## src/rtl/pmc_pkg.sv

```systemverilog
// Shared mode encoding, obstacle-sensor patterns and step width for the
// pmc_gen proportional motion controller.
package pmc_pkg;

    typedef enum logic [1:0] {
        MODE_AUTO   = 2'd0,
        MODE_ASSIST = 2'd1,
        MODE_MANUAL = 2'd2,
        MODE_SAFE   = 2'd3
    } pmc_mode_e;

    localparam int unsigned STEP_W = 4;

    // Sensor patterns are {f1,f2,b1,b2}; the sensors are active low.
    localparam logic [3:0] SNS_FRONT_BLK = 4'b0011;
    localparam logic [3:0] SNS_REAR_BLK  = 4'b1100;
    localparam logic [3:0] SNS_F1        = 4'b0111;
    localparam logic [3:0] SNS_F2        = 4'b1011;
    localparam logic [3:0] SNS_RL        = 4'b0100;
    localparam logic [3:0] SNS_RR        = 4'b1000;

endpackage

```

## src/rtl/pmc_ramp.sv

```systemverilog
// Single-axis slew limiter: moves cur toward tgt by at most step, never
// overshooting; o_at flags that the proposed value lands on the target.
module pmc_ramp
    import pmc_pkg::*;
#(
    parameter int unsigned W = 8
) (
    input  logic [W-1:0]      i_cur,
    input  logic [W-1:0]      i_tgt,
    input  logic [STEP_W-1:0] i_step,
    output logic [W-1:0]      o_next,
    output logic              o_at
);

    logic [W-1:0] w_step;
    logic [W:0]   w_up;
    logic [W:0]   w_dn;
    logic [W-1:0] w_amt_up;
    logic [W-1:0] w_amt_dn;

    assign w_step = W'(i_step);

    // Distances are held in W+1 bits so the unused direction's wrap cannot alias.
    assign w_up = {1'b0, i_tgt} - {1'b0, i_cur};
    assign w_dn = {1'b0, i_cur} - {1'b0, i_tgt};

    assign w_amt_up = ({1'b0, w_step} < w_up) ? w_step : w_up[W-1:0];
    assign w_amt_dn = ({1'b0, w_step} < w_dn) ? w_step : w_dn[W-1:0];

    always_comb begin
        o_next = i_cur;
        if (i_tgt > i_cur) begin
            o_next = i_cur + w_amt_up;
        end else if (i_tgt < i_cur) begin
            o_next = i_cur - w_amt_dn;
        end
    end

    assign o_at = (o_next == i_tgt);

endmodule

```

## src/rtl/pmc_gen.sv

```systemverilog
// Proportional motion controller: slews speed/direction toward mode- and
// sensor-dependent targets on a divided tick, with command watchdog.
module pmc_gen
    import pmc_pkg::*;
#(
    parameter int unsigned W         = 8,
    parameter int unsigned DEF_SPEED = 40,
    parameter int unsigned DEF_DIR   = 128,
    parameter int unsigned TICK_DIV  = 4,
    parameter int unsigned WDOG      = 64
) (
    input  logic              clk,
    input  logic              rst_n,
    input  logic              en,
    input  logic              cmd_valid,
    output logic              cmd_ready,
    input  logic [W-1:0]      cmd_speed,
    input  logic [W-1:0]      cmd_dir,
    input  logic [1:0]        mode,
    input  logic [STEP_W-1:0] step,
    input  logic              f1,
    input  logic              f2,
    input  logic              b1,
    input  logic              b2,
    output logic [W-1:0]      speed_o,
    output logic [W-1:0]      dir_o,
    output logic              at_target,
    output logic              wdog_trip
);

    localparam int unsigned CNT_W = (TICK_DIV > 1) ? $clog2(TICK_DIV) : 1;
    localparam int unsigned WD_W  = $clog2(WDOG + 1);

    localparam logic [CNT_W-1:0] CNT_LAST = CNT_W'(TICK_DIV - 1);
    localparam logic [WD_W-1:0]  WD_LIM   = WD_W'(WDOG);
    localparam logic [WD_W-1:0]  WD_PRE   = WD_W'(WDOG - 1);
    localparam logic [W-1:0]     SPD_DEF  = W'(DEF_SPEED);
    localparam logic [W-1:0]     DIR_DEF  = W'(DEF_DIR);
    localparam logic [W-1:0]     MAXV     = '1;

    logic [CNT_W-1:0] r_cnt;
    logic [WD_W-1:0]  r_wd;
    logic             r_wdog_trip;
    logic [W-1:0]     r_cmd_spd;
    logic [W-1:0]     r_cmd_dir;
    logic [W-1:0]     r_spd;
    logic [W-1:0]     r_dir;
    logic             r_at;

    pmc_mode_e        w_mode;
    logic             w_tick;
    logic             w_accept;
    logic             w_cmd_mode;
    logic [3:0]       w_sns;
    logic             w_sns_other;
    logic [W-1:0]     w_base_spd;
    logic [W-1:0]     w_base_dir;
    logic [W-1:0]     w_tgt_spd;
    logic [W-1:0]     w_tgt_dir;
    logic [W-1:0]     w_next_spd;
    logic [W-1:0]     w_next_dir;
    logic             w_at_spd;
    logic             w_at_dir;

    assign w_mode     = pmc_mode_e'(mode);
    assign cmd_ready  = en;
    assign w_accept   = cmd_valid & en;
    assign w_tick     = en & (r_cnt == CNT_LAST);
    assign w_cmd_mode = (w_mode == MODE_ASSIST) || (w_mode == MODE_MANUAL);
    assign w_sns      = {f1, f2, b1, b2};

    assign w_base_spd = w_cmd_mode ? r_cmd_spd : SPD_DEF;
    assign w_base_dir = w_cmd_mode ? r_cmd_dir : DIR_DEF;

    always_comb begin
        w_tgt_spd   = w_base_spd;
        w_tgt_dir   = w_base_dir;
        w_sns_other = 1'b0;
        if (w_mode != MODE_MANUAL) begin
            case (w_sns)
                SNS_FRONT_BLK: w_tgt_spd = '0;
                SNS_REAR_BLK:  w_tgt_spd = MAXV;
                SNS_F1:        w_tgt_dir = MAXV;
                SNS_F2:        w_tgt_dir = '0;
                SNS_RL: begin
                    w_tgt_spd = MAXV;
                    w_tgt_dir = MAXV;
                end
                SNS_RR: begin
                    w_tgt_spd = MAXV;
                    w_tgt_dir = '0;
                end
                default:       w_sns_other = 1'b1;
            endcase
        end
        // Safe mode stops on unrecognised patterns and never exceeds the base speed.
        if (w_mode == MODE_SAFE) begin
            if (w_sns_other) begin
                w_tgt_spd = '0;
            end else if (w_tgt_spd > SPD_DEF) begin
                w_tgt_spd = SPD_DEF;
            end
        end
        if (w_cmd_mode && r_wdog_trip) begin
            w_tgt_spd = '0;
            w_tgt_dir = r_dir;
        end
    end

    pmc_ramp #(.W(W)) u_ramp_spd (
        .i_cur  (r_spd),
        .i_tgt  (w_tgt_spd),
        .i_step (step),
        .o_next (w_next_spd),
        .o_at   (w_at_spd)
    );

    pmc_ramp #(.W(W)) u_ramp_dir (
        .i_cur  (r_dir),
        .i_tgt  (w_tgt_dir),
        .i_step (step),
        .o_next (w_next_dir),
        .o_at   (w_at_dir)
    );

    always_ff @(posedge clk or negedge rst_n) begin
        if (!rst_n) begin
            r_cnt <= '0;
        end else if (en) begin
            r_cnt <= w_tick ? '0 : r_cnt + CNT_W'(1);
        end
    end

    // An accepted command always wins over a same-cycle watchdog increment.
    always_ff @(posedge clk or negedge rst_n) begin
        if (!rst_n) begin
            r_cmd_spd   <= SPD_DEF;
            r_cmd_dir   <= DIR_DEF;
            r_wd        <= '0;
            r_wdog_trip <= 1'b0;
        end else if (w_accept) begin
            r_cmd_spd   <= cmd_speed;
            r_cmd_dir   <= cmd_dir;
            r_wd        <= '0;
            r_wdog_trip <= 1'b0;
        end else if (w_tick && w_cmd_mode && (r_wd != WD_LIM)) begin
            r_wd <= r_wd + WD_W'(1);
            if (r_wd == WD_PRE) begin
                r_wdog_trip <= 1'b1;
            end
        end
    end

    always_ff @(posedge clk or negedge rst_n) begin
        if (!rst_n) begin
            r_spd <= '0;
            r_dir <= DIR_DEF;
            r_at  <= 1'b0;
        end else if (w_tick) begin
            r_spd <= w_next_spd;
            r_dir <= w_next_dir;
            r_at  <= w_at_spd & w_at_dir;
        end
    end

    assign speed_o   = r_spd;
    assign dir_o     = r_dir;
    assign at_target = r_at;
    assign wdog_trip = r_wdog_trip;

endmodule

```

## config.mk

```make
export PLATFORM = sky130hd
export DESIGN_NAME = pmc_gen
export DESIGN_NICKNAME = d
export VERILOG_FILES = /design/src/rtl/pmc_pkg.sv /design/src/rtl/pmc_ramp.sv /design/src/rtl/pmc_gen.sv
export SDC_FILE = /design/constraint.sdc
export NUM_CORES = 1
export LEC_CHECK = 0
export ABC_AREA = 0
export CELL_PAD_IN_SITES_DETAIL_PLACEMENT = 1
export CELL_PAD_IN_SITES_GLOBAL_PLACEMENT = 2
export CORE_MARGIN = 2
export CORE_UTILIZATION = 32
export DETAILED_ROUTE_END_ITERATION = 10
export PLACE_DENSITY = 0.86
export SYNTH_ARGS = -nofsm -noshare
export SYNTH_HDL_FRONTEND = slang
export SYNTH_SLANG_ARGS = --single-unit
```

## constraint.sdc

```tcl
create_clock -name clk -period 6 [get_ports clk]
set_input_delay 0.6 -clock clk [delete_from_list [all_inputs] [get_ports clk]]
set_output_delay 0.6 -clock clk [all_outputs]
set_load 0.1 [all_outputs]
```

==> flow_summary.ini <==
[yosys]
yosysWarnings = 0
post_synth.cell_area_avg_um2 = 7.94
synth_edf_count = 0
synthFlopType = dfrtp_1
synthCells = 730
ys_ff_latch = 43
ys_types = 75
netlist_area_mm2 = 0.00579
seq_area_frac_synth = 0.187
async_flop_share = 1.00

[hold_path]
hold_class = input port to asynchronous set/reset pin

[global_routing]
antenna_found_initial = 0
grt_pass1_wl_um = 34500
grt_usage = 0.221
grt_pass1_vias = 6634
grt_max_degree = 44
gr-total-overflow = 0

[sta]
fin_skew_ns = 0.00416
fmax_ghz = 0.162
setup-violations-final = 1
rsz0062_at_grt = true
min_period_over_period = 1.03
fin_crit_ns = 6.16
report.final.slew_viol_count = 0
worstMarginPinSlew_ns = 1.29
fin_ws_ns = -0.161
whs_ns = 0.380
final_hold_viol_count = 0
slew_headroom = 0.135

[placed_design]
numPortBuffers = 48
place_congestion = 0.833
hpwl_um = 16900
placedCellCount = 1162
dpl_cell_area_mm2 = 0.00786

[setup_path]
start_kind = input port
end_kind = flop
crit_path_start = mode[1]
crit_arrival_ns = 6.36
critical_path.max_fanout = 4
cp_slowest_cell = or4_4
slowest_delay_ns = 0.55
cp_common_cell = buf_4
r2r-start = r_cmd_spd[4]
cp.required_ns = 6.20
crit_type = input port to flop

[detailed_routing]
vias = 6235
routedWlPerCell_um = 18.5
dr.pass1.iters = 5
remaining_drc_errors = 0
wl_um = 22000
drtAntennaViolNets = 0
drt_iter0_drc = 220
viasPerCell = 5.24

[flow_run]
drv_cap = 0

[status]
status = finished, violations left
violations = setup timing

[power]
ir_drop_uv = 277
p_leak_nw = 4.02
power_density_mw_per_mm2 = 584

[floorplanning]
ios = 49
die_area_mm2 = 0.0192
die_w_um = 139
rows = 49
fp.dieH_um = 139
coreArea_mm2 = 0.0178
start_util = 0.325

[clock_network]
cts_made_buffers = 5
clk_path_buf_depth = 2
clock-sinks = 43
cts_tree = built
insertion_delay_ns = 0.29
cts.htree.levels = 2
path_clk_slew_ns = 0.06
clockRootBuffer = clkbuf_16

[layout]
final_nets = 1078
final_area_mm2 = 0.00858
drive_above_1_share = 0.317
area_growth_syn_to_layout_pct = 48.0
finalNonFillerCells = 1190
diodes = 0
synth_stat cells, drive strengths merged (5+ instances only):
cell / count / share of area
o22ai: 8 / 0.0086
or3: 7 / 0.0076
nor3: 12 / 0.010
nor2b: 15 / 0.016
ha: 80 / 0.17
inv: 59 / 0.038
dfrtp: 39 / 0.17
nor2: 52 / 0.034
o211ai: 8 / 0.011
xnor2: 35 / 0.053
o31ai: 6 / 0.0086
o21a: 14 / 0.018
a22oi: 7 / 0.0091
a21o: 18 / 0.023
nand2b: 16 / 0.017
buf: 10 / 0.014
nand3: 7 / 0.0060
a21oi: 45 / 0.042
nand4: 7 / 0.0076
o21bai: 5 / 0.0065
xor2: 12 / 0.018
nand2: 83 / 0.054
clkbuf: 16 / 0.011
mux2i: 18 / 0.031
o21ai: 61 / 0.053
fa: 8 / 0.028
mux2: 7 / 0.014
a211oi: 9 / 0.013
cell usage in the layout, fill, tap and decap left out, drive strengths merged, types with 35 or more instances in the layout:
cell type / netlist / final
inv: 59 / 59
o21ai: 61 / 61
a21oi: 45 / 45
dfrtp: 39 / 39
nand2: 83 / 83
nor2: 52 / 52
ha: 80 / 80
buf: 10 / 197
xnor2: 35 / 35
clkdlybuf4s50: 0 / 41
final timing paths:
check / endpoint / slack, ns / cells after the start
worst min-delay path: r_cmd_spd[1] / 0.38 / 2
worst max register to register: at_target / -0.06 / 28
max in group asynchronous: wdog_trip / 5.18 / 2
min in group clk: r_cmd_dir[7] / 0.48 / 2
worst min register to register: r_cmd_dir[7] / 0.48 / 2
worst max-delay path: at_target / -0.16 / 29
state kept, by name (all words and copies together), names as in the netlist:
register	flops
dir_o	8
wdog_trip	1
at_target	1
r_cnt	2
r_cmd_spd	8
r_cmd_dir	8
speed_o	8
r_wd	7
critical path: cells and delay by family:
kind / cells / cell delay [ns]
xor+xnor: 1 / 0.16
fa+ha+maj: 4 / 1.02
compound gates: 12 / 2.10
buf+inv: 6 / 0.81
simple gates: 6 / 1.68
power by group:
part	total [mW]	internal, mW	switching (mW)
Combinational	4.19	1.90	2.29
Sequential	0.471	0.369	0.102
Clock	0.355	0.238	0.117
cell type report:
cell class                 count  area (um2)
fill                        2130        9270
multi-input combinational    612        4840
timing repair buffer         239        1950
sequential                    43        1080
tap                          229         287
inverter                      59         226
clock buffer                   5         125
clock inverter                 3        67.6
cells by family after synthesis:
logic type      Yosys count  share of synthesized area
other cells               2                    0.00130
flops                    43                      0.187
compound gates          214                      0.246
mux                      25                     0.0447
buf+inv                  85                     0.0626
fa+ha+maj                88                      0.200
xor+xnor                 47                     0.0711
simple gates            226                      0.187
routing by layer:
metal / vias up / share of wire / GRT usage
met5: - / 0 / 0
met3: 26 / 0.032 / 0.0169
li1: 3030 / - / -
met2: 120 / 0.50 / 0.392
met1: 3059 / 0.45 / 0.290
met4: 0 / 0.022 / 0.0607
through the flow:
step | util | TNS, ns | setup WS [ns] | total power [mW]
after floorplan | - | -0.0416 | -0.0416 | 2.79
after global placement | 0.440 | -4.67 | -0.865 | 4.16
after detailed placement | 0.440 | -7.02 | -1.05 | 4.25
after CTS | 0.460 | -0.329 | -0.329 | 4.72
after global routing | 0.481 | -0.653 | -0.457 | 5.40
final | 0.481 | -0.161 | -0.161 | 5.01
repair_timing:
action,in CTS,in global routing
setup endpoints to repair,12,11
setup buffers,6,14
resized for setup,55,72
gates cloned,0,0
hold buffers,0,0
pin swaps,21,37
Power figures use the tool's default switching activity.
